### src/rtl/fir_acc_mc.sv
// Multi-channel signed accumulator with a one-deep handshaked result register.
// Optional saturation of accumulation and commit narrowing: define FIR_ACC_SAT_EN.
module fir_acc_mc #(
  parameter  int IN_W  = 21,
  parameter  int ACC_W = 25,
  parameter  int N_CH  = 4,
  localparam int CH_W  = $clog2(N_CH)
) (
  input  logic              clk_b,
  input  logic              rst_n,
  input  logic              FSM_reset_Acc,
  input  logic              FSM_Acc_en,
  input  logic              FSM_Acc_zapis,
  input  logic [CH_W-1:0]   acc_ch,
  input  logic [IN_W-1:0]   suma_wynik,
  input  logic              wynik_ready,
  output logic [ACC_W-1:0]  Acc_out,
  output logic [IN_W-1:0]   FIR_probka_wynik,
  output logic [CH_W-1:0]   wynik_ch,
  output logic              wynik_valid,
  output logic [N_CH-1:0]   acc_ovf,
  output logic              zapis_drop
);

  typedef enum logic {EMPTY, FULL} state_t;

`ifdef FIR_ACC_SAT_EN
  localparam logic signed [ACC_W-1:0] ACC_MAX = {1'b0, {(ACC_W-1){1'b1}}};
  localparam logic signed [ACC_W-1:0] ACC_MIN = {1'b1, {(ACC_W-1){1'b0}}};
  localparam logic signed [ACC_W-1:0] IN_MAX  = ACC_W'(signed'({1'b0, {(IN_W-1){1'b1}}}));
  localparam logic signed [ACC_W-1:0] IN_MIN  = ACC_W'(signed'({1'b1, {(IN_W-1){1'b0}}}));
`endif

  logic signed [ACC_W-1:0] acc [N_CH];
  logic [N_CH-1:0]         ovf_q;
  state_t                  state, state_next;
  logic [IN_W-1:0]         res_q;
  logic [CH_W-1:0]         res_ch_q;
  logic                    drop_q, drop_d, load;

  logic signed [ACC_W-1:0] acc_sel, ext, base, sum, acc_next;
  logic                    ovf_det;
  logic [IN_W-1:0]         narrow;

  // A clear in the same cycle as an add makes the add start from zero (load).
  always_comb begin
    acc_sel  = acc[acc_ch];
    ext      = ACC_W'(signed'(suma_wynik));
    base     = FSM_reset_Acc ? '0 : acc_sel;
    sum      = base + ext;
    ovf_det  = (base[ACC_W-1] == ext[ACC_W-1]) && (sum[ACC_W-1] != base[ACC_W-1]);
    acc_next = sum;
`ifdef FIR_ACC_SAT_EN
    if (ovf_det) acc_next = base[ACC_W-1] ? ACC_MIN : ACC_MAX;
    if (acc_sel > IN_MAX)      narrow = IN_MAX[IN_W-1:0];
    else if (acc_sel < IN_MIN) narrow = IN_MIN[IN_W-1:0];
    else                       narrow = acc_sel[IN_W-1:0];
`else
    narrow   = acc_sel[IN_W-1:0];
`endif
  end

  always_comb begin
    state_next = state;
    load       = 1'b0;
    drop_d     = 1'b0;
    unique case (state)
      EMPTY: if (FSM_Acc_zapis) begin
        load       = 1'b1;
        state_next = FULL;
      end
      FULL: begin
        if (wynik_ready) begin
          load = FSM_Acc_zapis;
          if (!FSM_Acc_zapis) state_next = EMPTY;
        end else begin
          drop_d = FSM_Acc_zapis;
        end
      end
      default: state_next = EMPTY;
    endcase
  end

  always_ff @(posedge clk_b) begin
    if (!rst_n) begin
      for (int unsigned i = 0; i < N_CH; i++) acc[i] <= '0;
      ovf_q    <= '0;
      state    <= EMPTY;
      res_q    <= '0;
      res_ch_q <= '0;
      drop_q   <= 1'b0;
    end else begin
      if (FSM_reset_Acc || FSM_Acc_en) begin
        acc[acc_ch]   <= FSM_Acc_en ? acc_next : '0;
        ovf_q[acc_ch] <= FSM_reset_Acc ? 1'b0 : (ovf_q[acc_ch] | ovf_det);
      end
      state  <= state_next;
      drop_q <= drop_d;
      if (load) begin
        res_q    <= narrow;
        res_ch_q <= acc_ch;
      end
    end
  end

  assign Acc_out          = acc_sel;
  assign FIR_probka_wynik = res_q;
  assign wynik_ch         = res_ch_q;
  assign wynik_valid      = (state == FULL);
  assign acc_ovf          = ovf_q;
  assign zapis_drop       = drop_q;

endmodule

### config.mk
export PLATFORM = sky130hd
export DESIGN_NAME = fir_acc_mc
export DESIGN_NICKNAME = d
export VERILOG_FILES = /design/src/rtl/fir_acc_mc.sv
export SDC_FILE = /design/constraint.sdc
export NUM_CORES = 1
export LEC_CHECK = 0
export CAP_MARGIN = 10
export CORE_MARGIN = 4
export CORE_UTILIZATION = 30
export CTS_CLUSTER_DIAMETER = 100
export DETAILED_ROUTE_END_ITERATION = 10
export MAX_ROUTING_LAYER = met4
export SYNTH_ARGS = -nofsm -noshare
export SYNTH_HDL_FRONTEND = slang
export SYNTH_SLANG_ARGS = --single-unit
### constraint.sdc
create_clock -name clk_b -period 5.6 [get_ports clk_b]
set_input_delay 1.12 -clock clk_b [delete_from_list [all_inputs] [get_ports clk_b]]
set_output_delay 1.12 -clock clk_b [all_outputs]
set_load 0.02 [all_outputs]
==> results of run 1 <==
final cells by class:
class	count	share of cell area [%]
inverter	17	0.734
multi-input combinational	455	36.8
tap	285	4.10
timing repair buffer	96	10.7
sequential	129	41.2
clock buffer	19	5.09
clock inverter	13	1.32
metal layers:
layer / vias to the layer above / share of wire (%) / global-route usage, %
li1: 2490 / - / -
met3: 19 / 5.1 / 3.72
met1: 2496 / 45 / 20.5
met2: 163 / 49 / 26.3
met5: - / 0 / -
met4: 0 / 1.3 / 3.87
tightest hold or removal path, cell delays in order (launching register included):
cell and delay [ps]:
dfxtp_1 300, nand2_1 40, a21boi_0 60
per-stage QoR:
stage | cells | hold slack [ps] | setup slack (ps)
3_5_place_dp | 982 | 456 | 645
2_1_floorplan | 631 | 541 | 1230
6_report | 1014 | 460 | 1050
5_1_grt | 1014 | 481 | 779
3_3_place_gp | 982 | 449 | 666
4_1_cts | 1014 | 465 | 1090
sequential cells by signal, indices dropped and copies added, names as in the netlist:
name and cells:
acc 100, FIR_probka_wynik 21, acc_ovf 4, wynik_ch 2, wynik_valid 1, zapis_drop 1
cell usage after synthesis, drive strengths merged (4+ instances only):
cell type,n
edfxtp,100
nor2,87
nand2,75
a21oi,32
dfxtp,29
mux4,26
nor2b,26
clkbuf,24
ha,24
nor3,24
o21ai,24
a21boi,23
inv,17
a21o,11
and3,10
xnor2,9
nor3b,8
and2,7
o211ai,7
or3,7
buf,6
a211oi,5
nand3,5
a31oi,4
nand2b,4
xor2,4
power by group:
part           switching [mW]  total [mW]  internal, mW
registers              0.0167        1.11          1.09
logic                   0.300       0.503         0.203
clock network           0.434        1.05         0.620
total                   0.750        2.67          1.92
logic make-up (layout without fill, tap and decap cells):
group,after synthesis,count (layout)
AND/OR/NAND/NOR,261,261
flip-flops,129,129
AO/OA/AOI/OAI,128,128
buffers and inverters,47,145
multiplexers,28,28
adder cells (fa/ha/maj),25,25
XOR/XNOR,13,13
path summary, 6_finish.rpt:
path                                         start                                to  slack [ps]  cells past startpoint
setup reg to reg               acc[3][0]$_DFFE_PP_          acc[1][14]$_SDFFCE_PN0P_        2100                     10
setup / recovery                         acc_ch[0]          acc[1][14]$_SDFFCE_PN0P_        1050                     11
hold reg to reg   FIR_probka_wynik[6]$_SDFFE_PN0P_  FIR_probka_wynik[6]$_SDFFE_PN0P_         460                      2
hold / removal    FIR_probka_wynik[6]$_SDFFE_PN0P_  FIR_probka_wynik[6]$_SDFFE_PN0P_         460                      2
==> run_results.csv, run 1 <==
group,metric,value,unit
placed_design,dp_hpwl,14100,um
finish,drive_gt1_share,13.2,%
sta,finClkSkew,13.1,ps
setup_path,cp-start-kind,"input port",
sta,setup_tns,0,ps
synthesis,syn_nets,685,
synthesis,synthCells,631,
sta,finalCritPeriodShare,81.3,%
sta,final-setup-viol-count,0,
synthesis,synthArstFlopShare,0,%
sta,finalHoldViolations,0,
synthesis,netlist.area_leader.share,43.2,%
finish,antennaDiodeCount,0,
min_path,hold_path_class,"flop to flop",
setup_path,critPathBufInv,1,
synthesis,ys_types,58,
finish,fillers,2207,
cts,cts_buffers,17,
floorplan,fp.coreArea,22700,um2
setup_path,cp.arrival,4700,ps
cts,htreeDepth,4,
synthesis,synth_area,6950,um2
cts,cts-root-buf,"clkbuf_16",
grt,antenna_found_initial,0,
routing,routed_wl,19700,um
placed_design,gp_congestion,0.962,
synthesis,yosysSeqAreaShare,51.6,%
synthesis,post-synth-top-area-cell,"edfxtp_1",
finish,seqCellArea,3580,um2
setup_path,critical_path.max_fanout,23,
finish,area_growth,25.2,%
status,status,"finished, final reports clean",
placed_design,dpl_cell_area,8140,um2
routing,wl_per_cell,19.4,um
sta,rsz0062_at_grt,"no",
synthesis,synth_top_family_by_area,"simple AND/OR/NAND/NOR gates",
setup_path,cp_cell_sequence,"buf_2 -> mux4_2 -> nor2b_1 -> ha_1 -> fa_1 -> a211oi_2 -> nor3_2 -> o211ai_1 -> nand2_1 -> o311ai_2 -> nor2_1",
synthesis,syn_avg_cell_area,11.0,um2
cts,post_cts_buffers,0,
synthesis,synthSimpleGateAreaFrac,17.8,%
setup_path,crit_type,"input port to flop",
grt,grt_use_total,16.1,%
setup_path,worstPathRequired,5740,ps
routing,first_pass_iters,5,
routing,vias,5168,
synthesis,synth_compound_area_share,12.9,%
routing,routed_via_density,5.10,
finish,fin_util,38.3,%
synthesis,synth_edf_count,100,
cts,clock_latency,430,ps
synthesis,synthXorXnorAreaFrac,1.64,%
floorplan,io_pins,83,
routing,drc,0,
grt,grt_max_degree,36,
floorplan,num_rows,55,
cts,cts_tree,"built",
sta,period_minus_slack,4550,ps
sta,fmax,220,MHz
power_and_ir_drop,ir_drop,0.215,mV
cts,clock_path_buffers,2,
floorplan,die-area,25600,um2
power_and_ir_drop,p_leak,3.22,nW
synthesis,synth_area_leaders,"edfxtp_1 (43%), mux4_2 (8.4%), dfxtp_1 (8.4%)",
setup_path,slowest_stage,"mux4_2",
synthesis,synthMuxAreaShare,8.79,%
routing,drtAntennaViolNets,0,
finish,nNetsFinal,770,
routing,first_iter_violations,385,
floorplan,die_y,160,um
grt,overflow,0,
synthesis,yosysWarnings,0,
cts,cts.repair.resized,0,
setup_path,cp-end-kind,"flop",
sta,slew_violations,0,
synthesis,synth_fa_ha_area_share,4.61,%
power_and_ir_drop,powerDensity,307,nW/um2
synthesis,synthFlopType,"edfxtp_1",
sta,slew_headroom,23.4,%
finish,stdcell_area,8690,um2
setup_path,path_delay_family,"compound AO/OA/AOI/OAI gates",
setup_path,max_stage_delay,620,ps
finish,mostFrequentLayoutCells,"edfxtp_1 (100), nor2_1 (87), clkdlybuf4s50_1 (81), nand2_1 (75), a21oi_1 (30)",
cts,cts.sinks,129,
job,drv_cap,0,
grt,grt_pass1_wl,30500,um
sta,tightest_slew,1150,ps
floorplan,initial_core_util,30.6,%
finish,multi_input_area,3200,um2
grt,grt_pass1_vias,5091,
finish,final_common_cell,"edfxtp_1",
cts,cts_hold_buf,0,
floorplan,die_x,160,um
placed_design,port_buffers,82,
power_and_ir_drop,p_total,2.67,mW
synthesis,ys_ff_latch,129,
cts,cts.clk_slew.worst_paths,50,ps
(Power assumes the default switching activity.)
==> inputs of run 2 (changes only) <==
Clock period 5.6 ns to 4.8 ns, I/O delays scaled along.
==> run_results.csv, run 2 (synthesized netlist as in run 1, its figures left out) <==
group,metric,value,unit
status,status,"finished, final reports clean",
floorplan,fp.coreArea,22700,um2
sta,finalHoldViolations,0,
floorplan,initial_core_util,30.6,%
routing,drtAntennaViolNets,0,
placed_design,gp_congestion,0.918,
grt,grt_use_total,16.1,%
job,drv_cap,0,
finish,multi_input_area,3200,um2
setup_path,max_stage_delay,570,ps
min_path,hold_path_class,"flop to flop",
finish,area_growth,25.7,%
cts,clock_path_buffers,2,
setup_path,slowest_stage,"clkdlybuf4s50_1",
power_and_ir_drop,ir_drop,0.234,mV
power_and_ir_drop,p_leak,3.24,nW
setup_path,worstPathRequired,4950,ps
setup_path,critical_path.max_fanout,23,
placed_design,dp_hpwl,13900,um
setup_path,cp_cell_sequence,"clkdlybuf4s50_1 -> buf_12 -> mux4_2 -> nor2b_1 -> ha_1 -> a211oi_1 -> o211ai_1 -> and2_1 -> a211oi_2 -> xor2_1 -> nor2_1",
cts,post_cts_buffers,0,
sta,finClkSkew,10.5,ps
sta,final-setup-viol-count,0,
sta,period_minus_slack,4060,ps
sta,tightest_slew,1050,ps
routing,routed_via_density,5.16,
finish,antennaDiodeCount,0,
cts,cts_tree,"built",
finish,fin_util,38.5,%
placed_design,placedCellCount,986,
grt,antenna_found_initial,0,
routing,first_iter_violations,423,
floorplan,die_y,160,um
finish,mostFrequentLayoutCells,"edfxtp_1 (100), nor2_1 (87), clkdlybuf4s50_1 (81), nand2_1 (75), a21oi_1 (30)",
floorplan,die-area,25600,um2
setup_path,cp-end-kind,"flop",
routing,vias,5249,
placed_design,port_buffers,82,
cts,clock_latency,430,ps
cts,htreeDepth,4,
cts,cts.repair.resized,0,
routing,routed_wl,19600,um
cts,cts_hold_buf,0,
cts,cts.clk_slew.worst_paths,60,ps
sta,slew_violations,0,
grt,overflow,0,
finish,largest_reg_flops,100,
floorplan,die_x,160,um
setup_path,cp.arrival,4210,ps
floorplan,num_rows,55,
cts,cts_buffers,17,
finish,final_common_cell,"edfxtp_1",
grt,grt_pass1_vias,5379,
cts,cts.sinks,129,
routing,wl_per_cell,19.2,um
sta,finalCritPeriodShare,84.6,%
grt,grt_max_degree,33,
sta,fmax,246,MHz
finish,nNetsFinal,774,
finish,final_cells,1018,
finish,drive_gt1_share,13.0,%
sta,rsz0062_at_grt,"no",
sta,slew_headroom,29.9,%
routing,drc,0,
finish,regMostFlops,"acc",
floorplan,io_pins,83,
routing,first_pass_iters,5,
power_and_ir_drop,powerDensity,359,nW/um2
finish,seqCellArea,3580,um2
grt,grt_pass1_wl,30900,um
setup_path,cp-start-kind,"input port",
sta,setup_tns,0,ps
cts,cts-root-buf,"clkbuf_16",
finish,fillers,2210,
setup_path,crit_type,"input port to flop",
[run 2: cell count changes in the layout (fill, tap and decap cells not counted)]
| cell | before | now |
|---|---|---|
| clkinvlp_4 | 4 | 3 |
| clkbuf_8 | 1 | 0 |
| clkinv_1 | 0 | 3 |
| buf_4 | 13 | 16 |
| bufinv_16 | 1 | 2 |
| clkinv_2 | 4 | 3 |
| buf_12 | 1 | 2 |
| clkbuf_1 | 1 | 3 |
| clkinv_4 | 4 | 1 |
[run 2: path summary, 6_finish.rpt]
check | depth (start not counted) | slack [ps] | start | endpoint
setup / recovery | 11 | 740 | acc_ch[1] | acc[0][11]$_SDFFCE_PN0P_
hold / removal | 2 | 460 | wynik_ch[1]$_SDFFE_PN0P_ | wynik_ch[1]$_SDFFE_PN0P_
setup reg to reg | 10 | 1440 | acc[3][0]$_DFFE_PP_ | acc[0][14]$_SDFFCE_PN0P_
hold reg to reg | 2 | 460 | wynik_ch[1]$_SDFFE_PN0P_ | wynik_ch[1]$_SDFFE_PN0P_
[run 2: critical path: cells and delay by family]
family                   cells  cell delay, ps
AO/OA/AOI/OAI                3             920
XOR/XNOR                     1             380
buffers and inverters        2             790
adder cells (fa/ha/maj)      1             300
multiplexers                 1             340
AND/OR/NAND/NOR              3             520
[run 2: final cells by class]
type	instances	share of cell area, %
clock inverter	12	1.35
sequential	129	41.0
tap	285	4.08
clock buffer	20	5.00
inverter	17	0.731
timing repair buffer	100	11.2
multi-input combinational	455	36.6
[run 2: power by group]
part / switching (mW) / total, mW / internal [mW]
registers: 0.0198 / 1.30 / 1.28
logic: 0.353 / 0.595 / 0.242
clock network: 0.490 / 1.25 / 0.755
[run 2: routing by layer]
| layer | GRT usage, % | part of all wire (%) |
|---|---|---|
| met5 | - | 0 |
| met4 | 4.58 | 1.7 |
| met3 | 3.05 | 4.2 |
| met2 | 27.0 | 49 |
| met1 | 20.0 | 45 |
[run 2: per-stage QoR]
stage / total power [mW] / setup slack, ps / hold slack [ps] / instance area [um2]
final: 3.14 / 740 / 459 / 8730
after floorplan: 1.69 / 587 / 541 / 6950
after detailed placement: 1.92 / 316 / 456 / 8180
after global placement: 1.91 / 346 / 449 / 8180
after global routing: 3.27 / 530 / 482 / 8730
after CTS: 3.16 / 745 / 464 / 8730
==> inputs of run 3 (changes only) <==
Clock period 4.8 ns to 3.5 ns, I/O delays scaled along.
==> run_results.csv, run 3 (synthesized netlist as in run 1, its figures left out) <==
group,metric,value,unit
status,status,"finished, final reports clean",
setup_path,cp-start-kind,"input port",
sta,period_minus_slack,3350,ps
finish,antennaDiodeCount,0,
finish,area_growth,41.4,%
power_and_ir_drop,ir_drop,0.198,mV
cts,clock_path_buffers,2,
floorplan,die_x,160,um
grt,overflow,0,
min_path,hold_path_class,"flop to flop",
routing,drc,0,
routing,routed_via_density,4.97,
finish,nNetsFinal,893,
routing,wl_per_cell,18.3,um
floorplan,die_y,160,um
floorplan,fp.coreArea,22700,um2
setup_path,crit_type,"input port to flop",
cts,cts-root-buf,"clkbuf_16",
routing,first_iter_violations,434,
power_and_ir_drop,p_leak,3.89,nW
setup_path,worstPathRequired,3650,ps
placed_design,dpl_cell_area,9110,um2
finish,stdcell_area,9820,um2
grt,grt_max_degree,26,
power_and_ir_drop,powerDensity,465,nW/um2
placed_design,dp_hpwl,14700,um
cts,cts.clk_slew.worst_paths,60,ps
sta,tightest_slew,717,ps
sta,finClkSkew,8.62,ps
floorplan,die-area,25600,um2
placed_design,gp_congestion,0.912,
sta,slew_violations,0,
finish,regMostFlops,"acc",
cts,clock_latency,420,ps
cts,htreeDepth,4,
cts,cts_tree,"built",
placed_design,port_buffers,82,
floorplan,initial_core_util,30.6,%
grt,grt_pass1_wl,31800,um
floorplan,num_rows,55,
setup_path,critical_path.max_fanout,6,
cts,cts_buffers,17,
routing,first_pass_iters,6,
routing,vias,5656,
sta,finalCritPeriodShare,95.6,%
setup_path,cp-end-kind,"flop",
grt,grt_pass1_vias,5565,
floorplan,io_pins,83,
routing,drtAntennaViolNets,0,
job,drv_cap,0,
cts,cts.sinks,129,
grt,grt_use_total,16.6,%
setup_path,cp.arrival,3500,ps
routing,routed_wl,20800,um
finish,mostFrequentLayoutCells,"buf_4 (131), edfxtp_1 (100), nor2_1 (87), clkdlybuf4s50_1 (79), nand2_1 (73)",
sta,fmax,299,MHz
sta,final-setup-viol-count,0,
finish,largest_reg_flops,100,
sta,rsz0062_at_grt,"yes",
finish,fin_util,43.3,%
sta,slew_headroom,52.1,%
sta,finalHoldViolations,0,
finish,final_common_cell,"buf_4",
grt,antenna_found_initial,0,
finish,fillers,2162,
finish,drive_gt1_share,27.7,%
[run 3: through the flow]
stage	setup slack, ps	TNS [ps]	hold WS [ps]	power (mW)	instances
6_report	153	0	459	4.56	1137
3_3_place_gp	-559	-33340	449	2.81	1100
4_1_cts	12.1	0	464	4.58	1132
2_1_floorplan	-241	-5750	541	2.34	631
3_5_place_dp	-574	-35480	455	2.81	1100
5_1_grt	-10.3	-12.4	479	4.77	1137
[run 3: path summary, 6_finish.rpt]
kind / from / to / slack, ps / depth (start not counted)
min reg2reg: FIR_probka_wynik[14]$_SDFFE_PN0P_ / FIR_probka_wynik[14]$_SDFFE_PN0P_ / 460 / 2
max reg2reg: acc[3][0]$_DFFE_PP_ / acc[2][14]$_SDFFCE_PN0P_ / 260 / 10
max: acc_ch[0] / acc[2][19]$_SDFFCE_PN0P_ / 150 / 13
min: FIR_probka_wynik[14]$_SDFFE_PN0P_ / FIR_probka_wynik[14]$_SDFFE_PN0P_ / 460 / 2
[run 3: repair_timing]
| item | CTS | global route |
|---|---|---|
| pin swaps | 4 | 12 |
| hold buffers | 0 | 0 |
| resized for setup | 5 | 13 |
| cloned | 0 | 2 |
| setup buffers | 0 | 3 |
| endpoints found under the setup margin | 57 | 51 |
[run 3: per-layer routing]
layer	vias to the layer above	wire length, um	share of wire, %	global-route usage, %
met5	-	0	0	-
met4	0	350	1.7	4.73
met3	24	854	4.1	3.38
met2	141	10200	49	26.9
met1	2765	9410	45	21.2
li1	2726	-	-	-
[run 3: area by class of cell]
| class | instances | area (um2) | area share (%) |
|---|---|---|---|
| flip-flops and latches | 129 | 3580 | 36.5 |
| well taps | 285 | 357 | 3.63 |
| repair buffers | 219 | 1920 | 19.6 |
| inverters | 17 | 63.8 | 0.650 |
| multi-input cells | 455 | 3310 | 33.7 |
| clock buffers | 21 | 482 | 4.90 |
| clock inverters | 11 | 101 | 1.03 |
[run 3: power breakdown]
part	switching [mW]	internal [mW]
Clock	0.698	1.06
Combinational	0.535	0.495
Sequential	0.0256	1.75
Total	1.26	3.31
[run 3: critical path, cell delays in order]
cell and delay [ps]:
buf_6 140, buf_12 140, mux4_2 500, nor2b_1 180, ha_1 320, a211oi_1 70
buf_4 150, o211ai_1 390, and3_4 290, o21ai_2 80, a311oi_2 300, buf_4 190
nor2_1 40
